==> src/rtl/bit_population_pkg.sv <==
// Shared types and constants for the bit population generator.
// Holds the FSM state encoding, the count-port width helper and the
// 16-bit Galois LFSR constants and step function.
package bit_population_pkg;

    typedef enum logic [1:0] {
        IDLE = 2'd0,
        FILL = 2'd1,
        DONE = 2'd2
    } state_t;

    localparam int          LFSR_W    = 16;
    // Right-shifting Galois form of x^16 + x^14 + x^13 + x^11 + 1
    localparam logic [15:0] LFSR_TAPS = 16'hB400;

    // Width of a port that carries a population count of 0..width
    function automatic int cnt_w(input int width);
        return $clog2(width) + 1;
    endfunction

    // One Galois step: shift right, fold taps in when the bit leaving is 1
    function automatic logic [LFSR_W-1:0] lfsr_step(input logic [LFSR_W-1:0] cur);
        logic [LFSR_W-1:0] nxt;
        if (cur[0]) begin
            nxt = (cur >> 1) ^ LFSR_TAPS;
        end else begin
            nxt = cur >> 1;
        end
        return nxt;
    endfunction

endpackage

==> src/rtl/bit_population_generator_lfsr.sv <==
// Free-running 16-bit Galois LFSR used to scatter bit positions.
// A zero seed would lock the register, so it is replaced by 16'h0001.
module bpg_lfsr
    import bit_population_pkg::*;
#(
    parameter logic [15:0] SEED = 16'hACE1
) (
    input  logic              clk_i,
    input  logic              arst_n_i,
    output logic [LFSR_W-1:0] lfsr_o
);

    localparam logic [LFSR_W-1:0] SEED_EFF = (SEED == 16'h0000) ? 16'h0001 : SEED;

    logic [LFSR_W-1:0] lfsr_r;

    // Advance every cycle regardless of what the generator FSM is doing
    always_ff @(posedge clk_i or negedge arst_n_i) begin
        if (!arst_n_i) begin
            lfsr_r <= SEED_EFF;
        end else begin
            lfsr_r <= lfsr_step(lfsr_r);
        end
    end

    assign lfsr_o = lfsr_r;

endmodule

==> src/rtl/bit_population_generator.sv <==
// Bit population generator: accepts a count N and emits one WIDTH-bit word
// with exactly N bits set, one bit per FILL cycle. Positions walk from an
// LFSR-chosen start with an odd LFSR-chosen stride, which never repeats a
// position within WIDTH steps because WIDTH is a power of two.
// Optional build macro BIT_POP_GEN_THERMO_EN: start at bit 0 with stride 1,
// giving a thermometer code with identical timing.
module bit_population_generator
    import bit_population_pkg::*;
#(
    parameter int          WIDTH = 8,
    parameter logic [15:0] SEED  = 16'hACE1
) (
    input  logic                      clk_i,
    input  logic                      arst_n_i,
    input  logic [cnt_w(WIDTH)-1:0]   cnt_i,
    input  logic                      cnt_val_i,
    output logic                      cnt_rdy_o,
    output logic [WIDTH-1:0]          data_o,
    output logic                      data_val_o,
    input  logic                      data_rdy_i
);

    localparam int             L       = (WIDTH > 1) ? $clog2(WIDTH) : 1;
    localparam int             CW      = cnt_w(WIDTH);
    localparam logic [CW-1:0]  WIDTH_C = CW'(WIDTH);

    if ((WIDTH < 2) || ((WIDTH & (WIDTH - 1)) != 0) || (2 * L > LFSR_W)) begin : g_bad_width
        $error("bit_population_generator: WIDTH must be a power of two between 2 and 256");
    end

    logic [LFSR_W-1:0] lfsr_s;
    logic [CW-1:0]     n_sat_s;
    logic [L-1:0]      ptr_init_s;
    logic [L-1:0]      stride_init_s;
    logic [WIDTH-1:0]  bit_mask_s;

    state_t            state_r;
    logic [WIDTH-1:0]  word_r;
    logic [L-1:0]      ptr_r;
    logic [L-1:0]      stride_r;
    logic [CW-1:0]     rem_r;
    logic [WIDTH-1:0]  data_r;
    logic              data_val_r;
    logic              cnt_rdy_r;

    bpg_lfsr #(
        .SEED (SEED)
    ) u_lfsr (
        .clk_i    (clk_i),
        .arst_n_i (arst_n_i),
        .lfsr_o   (lfsr_s)
    );

    // Saturate the request, pick start/stride, and decode the current bit
    always_comb begin
        if (cnt_i > WIDTH_C) begin
            n_sat_s = WIDTH_C;
        end else begin
            n_sat_s = cnt_i;
        end
`ifdef BIT_POP_GEN_THERMO_EN
        ptr_init_s    = '0;
        stride_init_s = L'(1'b1);
`else
        ptr_init_s    = lfsr_s[L-1:0];
        // Forcing bit 0 keeps the stride odd, hence coprime with WIDTH
        stride_init_s = lfsr_s[2*L-1:L] | L'(1'b1);
`endif
        bit_mask_s = WIDTH'(1'b1) << ptr_r;
    end

    // Keep LFSR bits that do not steer placement from tripping unused checks
    logic unused_lfsr_s;
    assign unused_lfsr_s = ^lfsr_s;

    // Generator FSM with registered handshake and data outputs
    always_ff @(posedge clk_i or negedge arst_n_i) begin
        if (!arst_n_i) begin
            state_r    <= IDLE;
            word_r     <= '0;
            ptr_r      <= '0;
            stride_r   <= L'(1'b1);
            rem_r      <= '0;
            data_r     <= '0;
            data_val_r <= 1'b0;
            cnt_rdy_r  <= 1'b1;
        end else begin
            case (state_r)
                IDLE: begin
                    if (cnt_val_i && cnt_rdy_r) begin
                        word_r    <= '0;
                        ptr_r     <= ptr_init_s;
                        stride_r  <= stride_init_s;
                        rem_r     <= n_sat_s;
                        cnt_rdy_r <= 1'b0;
                        if (n_sat_s == '0) begin
                            // Empty word goes straight out next cycle
                            state_r    <= DONE;
                            data_r     <= '0;
                            data_val_r <= 1'b1;
                        end else begin
                            state_r <= FILL;
                        end
                    end else begin
                        state_r <= IDLE;
                    end
                end
                FILL: begin
                    word_r <= word_r | bit_mask_s;
                    ptr_r  <= ptr_r + stride_r;
                    rem_r  <= rem_r - CW'(1'b1);
                    if (rem_r == CW'(1'b1)) begin
                        // Publish the finished word as DONE is entered
                        state_r    <= DONE;
                        data_r     <= word_r | bit_mask_s;
                        data_val_r <= 1'b1;
                    end else begin
                        state_r <= FILL;
                    end
                end
                DONE: begin
                    if (data_rdy_i) begin
                        state_r    <= IDLE;
                        data_val_r <= 1'b0;
                        cnt_rdy_r  <= 1'b1;
                    end else begin
                        state_r <= DONE;
                    end
                end
                default: begin
                    state_r    <= IDLE;
                    data_val_r <= 1'b0;
                    cnt_rdy_r  <= 1'b1;
                end
            endcase
        end
    end

    assign cnt_rdy_o  = cnt_rdy_r;
    assign data_o     = data_r;
    assign data_val_o = data_val_r;

endmodule

==> config.mk <==
export PLATFORM = sky130hd
export DESIGN_NAME = bit_population_generator
export DESIGN_NICKNAME = d
export VERILOG_FILES = /design/src/rtl/bit_population_pkg.sv /design/src/rtl/bit_population_generator_lfsr.sv /design/src/rtl/bit_population_generator.sv
export SDC_FILE = /design/constraint.sdc
export NUM_CORES = 1
export LEC_CHECK = 0
export ABC_AREA = 1
export BUFFER_PORTS_ARGS = -buffer_cell sky130_fd_sc_hd__clkbuf_2
export CAP_MARGIN = 40
export CORE_MARGIN = 2
export CORE_UTILIZATION = 60
export DETAILED_ROUTE_END_ITERATION = 8
export PLACE_DENSITY = 0.8
export SYNTH_ARGS = -nofsm -noshare
export SYNTH_HDL_FRONTEND = slang
export SYNTH_HIERARCHICAL = 1
export SYNTH_SLANG_ARGS = --single-unit
==> constraint.sdc <==
create_clock -name clk_i -period 2.3 [get_ports clk_i]
set_clock_uncertainty 0.05 [all_clocks]
set_input_delay 0.46 -clock clk_i [delete_from_list [all_inputs] [get_ports clk_i]]
set_output_delay 0.46 -clock clk_i [all_outputs]
set_load 0.005 [all_outputs]
# ---- Word level (Yosys, flattened, before mapping)
# Index checks and enable logic that the tools add are counted.
dict set report word_totals {
  regBits 45
  out_inout_bits 10
}
dict set report op_classes {
  n_bitwise 3
  n_reduce_logical 9
  shift 1
  eq_ne 7
  add_sub_neg 2
  order_cmp 1
  mux 25
}
# operator count
set op_table {}
lappend op_table {{$mux W8} 4}
lappend op_table {{$pmux W8 S2} 2}
lappend op_table {{$mux W16} 1}
lappend op_table {{$mux W2} 4}
lappend op_table {{$mux W4} 2}
lappend op_table {{$ne A2 B2 Y1 const B} 4}
lappend op_table {{$or A8 B8 Y8} 1}
lappend op_table {{$pmux W4 S2} 1}
lappend op_table {{$reduce_and A4 Y1} 2}
lappend op_table {{$shl A1 B3 Y8 const A} 1}
lappend op_table {{$mux W1} 6}
lappend op_table {{$pmux W1 S3} 2}
lappend op_table {{$pmux W2 S3} 1}
lappend op_table {{$pmux W3 S2} 1}
lappend op_table {{$eq A4 B1 Y1 const B} 1}
lappend op_table {{$gt A4 B4 Y1 const B} 1}
lappend op_table {{$logic_not A4 Y1} 1}
lappend op_table {{$not A3 Y4} 1}
lappend op_table {{$reduce_and A2 Y1} 2}
lappend op_table {{$sub A4 B1 Y4 const B} 1}
lappend op_table {{$add A3 B3 Y3} 1}
lappend op_table {{$mux W3} 1}
lappend op_table {{$reduce_and A3 Y1} 1}
lappend op_table {{$eq A2 B1 Y1 const B} 1}
lappend op_table {{5 further kinds} 5}

# ---- Logic depth before layout (Yosys ltp)
# Gate-level depths: netlist (run 1).
dict set report logic_depth {
  word_depth 6
  depth_mapped 8
}

# ---- Modules after synthesis
# The synthesis (run 1) kept the hierarchy.
# mod area_per_inst_um2 instances seq_area_each_um2 cells_each
set modules_own_cells {}
lappend modules_own_cells {bit_population_generator 1521.5 1 726.9 184}
lappend modules_own_cells {bpg_lfsr 459.2 1 410.4 29}

# ---- Least setup slack after synthesis (run 1)
# Ideal clock, no wire load.
dict set report synth_timing {
  path_type {register to register}
  start {reg ptr_r[0]}
  end {reg ptr_r[1]}
  n_path_buf 0
  stages_incl_launch_ff 6
  required_ns 2.122
  t_arrival_ns 1.152
  slack_ns 0.970
  synth_period_minus_slack_ns 1.330
  path_cell_list {dfrtp_1 > inv_1 > fa_1 > nand2_1 > o21ai_0 > a21oi_1}
}
dict set report synth_between {
  elab_chain_len 2
}
# item line
set synth_rtl {}
lappend synth_rtl {{start, declared} bit_population_generator.sv:39} ;# logic [L-1:0] ptr_r;
lappend synth_rtl {{start signal, assigned} bit_population_generator.sv:92} ;# ptr_r <= ptr_init_s;
lappend synth_rtl {{start signal, assigned} bit_population_generator.sv:110} ;# ptr_r <= ptr_r + stride_r;
lappend synth_rtl {{$add A3 B3 Y3} bit_population_generator.sv:110}
lappend synth_rtl {{$pmux W3 S2} bit_population_generator.sv:88} ;# case (state_r)
# No other way between the ends.
# A chain may end at the register's enable or synchronous reset.

# ---- Worst setup path in the final report (run 1)
dict set report layout_timing {
  start {reg cnt_rdy_r, in the netlist cnt_rdy_o}
  end {out cnt_rdy_o}
}
# item line
set layout_lines {}
lappend layout_lines {{start, declared} bit_population_generator.sv:44} ;# logic cnt_rdy_r;
lappend layout_lines {{start signal, assigned} bit_population_generator.sv:86} ;# cnt_rdy_r <= 1'b1;
lappend layout_lines {{start signal, assigned} bit_population_generator.sv:95} ;# cnt_rdy_r <= 1'b0;
lappend layout_lines {{start signal, assigned} bit_population_generator.sv:125} ;# cnt_rdy_r <= 1'b1;
lappend layout_lines {{end, declared} bit_population_generator.sv:17} ;# output logic cnt_rdy_o,
# No word-level cell between the ends.

==> reports/results.ini, run 1 <==
[cells_and_area]
multi_input_area_um2 = 692
nFillCells = 244
final_cell_mix = 68 x nand2_1, 36 x dfrtp_1, 27 x inv_1, 17 x clkbuf_2, 16 x nand3_1
antenna_cells = 0
regArea_um2 = 1140
final_common_cell = nand2_1
drive_gt1_frac = 0.207
nets = 247
syn2layout_area_growth_pct = 9.10
final_cells = 281

[clock_network]
cts_buffer_depth = 2
numCtsBuffers = 5
cts_setup_buffers = 0
cts_tree = yes
clock_latency_ns = 0.36
cts-root-buf = clkbuf_4
clock-sinks = 45
clk_pin_slew_ns = 0.13
postCtsHoldBufs = 0
cts_resized = 0
cts_max_level = 2

[sta]
timing.hold.ws_ns = 0.106
drv_slew = 0
post-route-period-util = 0.669
setup_viol = 0
fin_setup_tns_ns = 0
slew_headroom = 0.640
hold_violations = 0
period_minus_slack_ns = 1.54
worst_slew_pin_slew_ns = 0.540
fmax_mhz = 649
rsz0062_at_grt = false

[floorplan]
dieWidth_um = 61.5
die_y_um = 61.5
ios = 18
start_util = 0.638
coreArea_um2 = 3100
fp-row-count = 20
die_area_um2 = 3780

[power]
clkPwrFrac = 0.128
power.share.sequential = 0.415
switching_share = 0.427
combPwrFrac = 0.457
switchingPower_w = 0.00119
leakagePower_nw = 1.13
power_density_nw_per_um2 = 1290
peakVddDrop_mv = 0.641
intPower_w = 0.00160

[min_path]
hp-class = input pin to async pin

[global_route]
antenna_found_initial = 0
grt_usage = 0.212
grt_overflow_total = 0
grt_pass1_wl_um = 5750
grt_pass1_vias = 1361
grt_start_max_net_pins = 46

[routing]
first_pass_iters = 4
vias = 1420
antenna_left = 0
initialDrtViolationCount = 89
drc = 0
viasPerCell = 5.05
routed_wl_um = 3430
drt-wirelength-per-cell_um = 12.2

[placement]
io_buffers = 17
dp.cells = 273
hpwl_um = 2500
gp_congestion = 0.823

[critical_path]
crit_fanout = 3
worstPathCellList = clkbuf_2
end_kind = output pin
worstPathRequired_ns = 1.79
cpPeakStageDelay_ns = 0.56
critPathLaunchType = flop
crit_family = flip-flops
critical_path_class = flop to output pin
critPathBufInv = 1
cp_slowest_cell = dfstp_2
crit_arrival_ns = 1.03

[synth]
syn_area_um2 = 1980
synth-seq-area-share = 0.574
yosys.cell_types.count = 25
syn_nets = 224
yosysWarnings = 6
avgSynthCellArea_um2 = 9.30
syn_inst = 213
ys_ff_latch = 45

[run_status]
outcome = finished clean

[job]
maxCapViolations = 0

per-stage QoR:
| stage | power [W] | instance area, µm² | utilization | setup WS, ns |
|---|---|---|---|---|
| 6_report | 0.00279 | 2160 | 0.696 | 0.760 |
| 5_1_grt | 0.00308 | 2160 | 0.696 | 0.715 |
| 4_1_cts | 0.00282 | 2160 | 0.696 | 0.762 |
| 3_5_place_dp | 0.00246 | 2110 | 0.680 | 0.878 |
| 3_3_place_gp | 0.00241 | 2110 | 0.680 | 0.922 |
| 2_1_floorplan | 0.00216 | 1980 | - | 0.970 |
routing by layer:
metal | wire length (µm) | vias up | track usage
li1 | - | 722 | -
met1 | 1610 | 671 | 0.260
met2 | 1680 | 19 | 0.362
met3 | 75 | 8 | 0.0399
met4 | 63 | 0 | 0.103
met5 | 0 | - | 0
cell usage after synthesis:
cell type  instances  share of area
dfstp_2            9           0.12
o21ai_2            1         0.0044
nand2_4            2          0.011
nand2_2            1         0.0032
nor2_1             5         0.0095
nand2_1           68           0.13
a22o_1             1         0.0044
buf_4              2         0.0076
fa_1               1          0.010
nand3_4            1         0.0088
nand4_1            5          0.016
inv_6              1         0.0044
o21ai_0           14          0.035
inv_1             27          0.051
buf_6              1         0.0057
ha_1               2          0.013
nand3_1           16          0.040
o21bai_1           3          0.011
dfrtp_1           36           0.45
nor2_2             2         0.0063
inv_2              4         0.0076
nand2_8            2          0.020
o211ai_1           3          0.011
a21oi_1            5          0.013
o21ai_1            1         0.0025
flip-flops by register name, indices dropped and copies added, names as in the netlist:
| name | count |
|---|---|
| data_val_o | 1 |
| rem_r | 4 |
| stride_r | 2 |
| ptr_r | 3 |
| state_r | 2 |
| u_lfsr/lfsr_o | 16 |
| word_r | 8 |
| data_o | 8 |
| cnt_rdy_o | 1 |
power by group through the flow:
stage | Combinational, W | Sequential, W | Clock, W
6_report | 0.00128 | 0.00116 | 0.000358
5_1_grt | 0.00149 | 0.00119 | 0.000403
4_1_cts | 0.00129 | 0.00116 | 0.000368
3_5_place_dp | 0.00129 | 0.00117 | 0
3_3_place_gp | 0.00125 | 0.00116 | 0
2_1_floorplan | 0.00100 | 0.00116 | 0
cells by family after synthesis:
group           share of synthesized area
simple gates                        0.244
flops                               0.574
buf+inv                            0.0764
compound gates                     0.0821
fa+ha+maj                          0.0227
final timing paths:
kind                       slack, ns                 to             start  depth (start not counted)
max                             0.76          cnt_rdy_o         cnt_rdy_o                          1
min                             0.11          data_o[4]          arst_n_i                          2
max reg2reg                     0.85           ptr_r[2]          ptr_r[0]                          6
min reg2reg                     0.31   u_lfsr/lfsr_o[2]  u_lfsr/lfsr_o[3]                          0
max in group asynchronous       1.70  u_lfsr/lfsr_o[13]          arst_n_i                          2
min in group clk_i              0.31   u_lfsr/lfsr_o[2]  u_lfsr/lfsr_o[3]                          0
layout make-up:
cell class | instances | area share
flip-flops and latches | 45 | 0.526
multi-input cells | 133 | 0.320
inverters | 32 | 0.0579
repair buffers | 19 | 0.0463
well taps | 44 | 0.0255
clock buffers | 6 | 0.0191
clock inverters | 2 | 0.00463
Note: power is estimated with default switching activity, not from simulation.
==> inputs of run 2 (changes only) <==
--- a/config.mk
+++ b/config.mk
@@ -5,13 +5,13 @@
 export SDC_FILE = /design/constraint.sdc
 export NUM_CORES = 1
 export LEC_CHECK = 0
-export ABC_AREA = 1
+export ABC_AREA = 0
 export BUFFER_PORTS_ARGS = -buffer_cell sky130_fd_sc_hd__clkbuf_2
 export CAP_MARGIN = 40
 export CORE_MARGIN = 2
-export CORE_UTILIZATION = 60
+export CORE_UTILIZATION = 52
 export DETAILED_ROUTE_END_ITERATION = 8
-export PLACE_DENSITY = 0.8
+export PLACE_DENSITY = 0.74
 export SYNTH_ARGS = -nofsm -noshare
 export SYNTH_HDL_FRONTEND = slang
 export SYNTH_HIERARCHICAL = 1
==> constraint.sdc (replaced) <==
create_clock -name clk_i -period 1.3 [get_ports clk_i]
set_clock_uncertainty 0.05 [all_clocks]
set_input_delay 0.26 -clock clk_i [delete_from_list [all_inputs] [get_ports clk_i]]
set_output_delay 0.26 -clock clk_i [all_outputs]
set_load 0.005 [all_outputs]
==> reports/results.ini, run 2 <==
[synth]
syn_area_um2 = 1940  ; -2.3%
synth.area.top_cells = dfrtp_1 47%, dfstp_2 12%, o211ai_1 7.0%
syn_inst = 176  ; -17%
synth-seq-area-share = 0.588  ; +0.0134
syn_nets = 187  ; -17%
ys.flop_type = dfrtp_1
ys_ff_latch = 45  ; unchanged
synthArstFlopShare = 1.00  ; unchanged
synth_most_common_cell = dfrtp_1
synth_common_cells = 36 x dfrtp_1, 29 x nand2_1, 18 x o211ai_1
yosysTopAreaCell = dfrtp_1
avgSynthCellArea_um2 = 11.0  ; +18%
yosys.cell_types.count = 39  ; +56%
yosys.area.top_type_share = 0.465  ; +0.0106
yosysWarnings = 6  ; unchanged
synth_edf_count = 0  ; unchanged

[min_path]
hp-class = input pin to flop

[global_route]
grt_usage = 0.262  ; +0.0495
grt_pass1_vias = 1669  ; +23%
grt_overflow_total = 0  ; unchanged
grt_pass1_wl_um = 8120  ; +41%
grt_start_max_net_pins = 46  ; unchanged
antenna_found_initial = 0  ; unchanged

[power]
peakVddDrop_mv = 1.24  ; +93%
power_density_nw_per_um2 = 1980  ; +53%
p_total_w = 0.00546  ; +96%
leakagePower_nw = 1.24  ; +9.7%

[sta]
hold_violations = 0  ; unchanged
fin_setup_tns_ns = -2.92  ; -2.92 ns
period_minus_slack_ns = 1.48
post-route-period-util = 1.14
setup_slack_ns = -0.177  ; -0.937 ns
slew_headroom = 0.741  ; +0.101
drv_slew = 0  ; unchanged
worst_slew_pin_slew_ns = 0.386  ; -0.154 ns
rsz0062_at_grt = true
setup_viol = 29  ; +29
fmax_mhz = 677

[cells_and_area]
antenna_cells = 0  ; unchanged
nFillCells = 207  ; -15%
largest_reg_flops = 16  ; unchanged
final_common_cell = dfrtp_1
syn2layout_area_growth_pct = 42.6
final_cell_mix = 34 x dfrtp_1, 26 x buf_4, 18 x o211ai_1, 16 x clkbuf_2, 15 x nand2_1
utilization = 0.765  ; +0.0691
nets = 239  ; -3.2%
drive_gt1_frac = 0.515  ; +0.309

[placement]
hpwl_um = 3050  ; +22%
io_buffers = 17  ; unchanged
gp_congestion = 0.890  ; +8.1%

[routing]
first_pass_iters = 4  ; unchanged
initialDrtViolationCount = 180  ; +100%
viasPerCell = 6.07  ; +20%
routed_wl_um = 5720  ; +67%
vias = 1682  ; +18%
drt-wirelength-per-cell_um = 20.7  ; +70%
drc = 0  ; unchanged
antenna_left = 0  ; unchanged

[clock_network]
cts_max_level = 2  ; unchanged
cts-root-buf = clkbuf_8
clk_pin_slew_ns = 0.08  ; -0.05 ns
clock_latency_ns = 0.30  ; -0.06 ns
cts_buffer_depth = 2  ; unchanged
clock-sinks = 45  ; unchanged
numCtsBuffers = 5  ; unchanged
cts_tree = yes

[critical_path]
cp_slowest_cell = dfstp_2
crit_top_cell = o211ai_1
critPathLaunchType = flop
cpPeakStageDelay_ns = 0.59  ; +0.03 ns
worstPathRequired_ns = 1.42  ; -0.37 ns
critical_path_class = flop to flop
end_kind = flop
worstPathCellList = nand4bb_4 -> clkbuf_16 -> o211ai_1 -> o211ai_1
crit_arrival_ns = 1.59  ; +0.56 ns
crit_fanout = 6  ; +3

[floorplan]
die_area_um2 = 4230  ; +12%
coreArea_um2 = 3610  ; +16%
fp-row-count = 22  ; +10%
die_y_um = 65.0  ; +5.8%
ios = 18  ; unchanged
start_util = 0.537  ; -0.102
dieWidth_um = 65.0  ; +5.8%

[run_status]
outcome = finished, violations left
failed_checks = negative setup slack

[job]
maxCapViolations = 0  ; unchanged

-- run 2: report_power, final --
part	leakage, nW	internal, W	total [W]	switching (W)
Combinational	0.681	0.00113	0.00222	0.00109
Sequential	0.503	0.00175	0.00217	0.000410
Clock	0.0585	0.000626	0.00108	0.000452
-- run 2: final timing paths --
path                                endpoint             start  slack, ns  depth (start not counted)
max reg2reg                        data_o[4]         cnt_rdy_o      -0.18                          4
min in group asynchronous           rem_r[3]          arst_n_i       0.42                          3
max                                data_o[4]         cnt_rdy_o      -0.18                          4
min                               state_r[1]        data_rdy_i       0.24                          3
max in group asynchronous  u_lfsr/lfsr_o[15]          arst_n_i       0.50                          3
min reg2reg                 u_lfsr/lfsr_o[8]  u_lfsr/lfsr_o[9]       0.30                          0
-- run 2: worst max-delay path, delay by kind of cell (launching register included) --
kind	cells	cell delay [ns]
buffers and inverters	1	0.22
AOI/OAI and AO/OA	2	0.30
DFF	1	0.59
and+or+nand+nor	1	0.19
-- run 2: layout make-up --
type                            count  area (µm²)  area share
Clock buffer                        7        86.3      0.0313
Sequential cell                    45        1140       0.413
Inverter                            9        33.8      0.0122
Clock inverter                      1        30.0      0.0109
Multi-Input combinational cell    111         926       0.335
Tap cell                           48        60.1      0.0218
Timing Repair Buffer               56         484       0.175
-- run 2: metal layers --
metal,global-route usage,share of wire,up-vias
met4,0.130,0.037,0
met5,0,0,-
met3,0.0590,0.047,26
met2,0.469,0.53,73
met1,0.292,0.39,854
li1,-,-,729
-- run 2: timing repair --
item / 4_1_cts / 5_1_grt
setup buffers: 5 / 1
hold buffers: 1 / 0
resized for setup: 19 / 49
pin swaps: 7 / 20
hold endpoints to repair: 36 / 0
endpoints found under the setup margin: 27 / 28
gates cloned: 0 / 1
-- run 2: cells by family (layout without fill, tap and decap cells) --
family                   count (synthesis)  count (layout)  share of synthesized area
adder cells (fa/ha/maj)                  3               3                     0.0233
flip-flops                              45              45                      0.588
buffers and inverters                   20              73                     0.0511
AO/OA/AOI/OAI                           47              47                      0.166
XOR/XNOR                                 4               4                     0.0181
AND/OR/NAND/NOR                         55              55                      0.143
multiplexers                             2               2                     0.0110
-- run 2: stage by stage --
stage / setup WS (ns) / area, µm² / hold slack [ns] / std cells
3_5_place_dp: -0.224 / 2300 / 0.205 / 261
2_1_floorplan: -0.145 / 1980 / -0.0856 / 176
5_1_grt: -0.226 / 2760 / 0.256 / 277
6_report: -0.177 / 2760 / 0.237 / 277
4_1_cts: -0.124 / 2560 / 0.224 / 275
3_3_place_gp: -0.182 / 2300 / 0.203 / 261
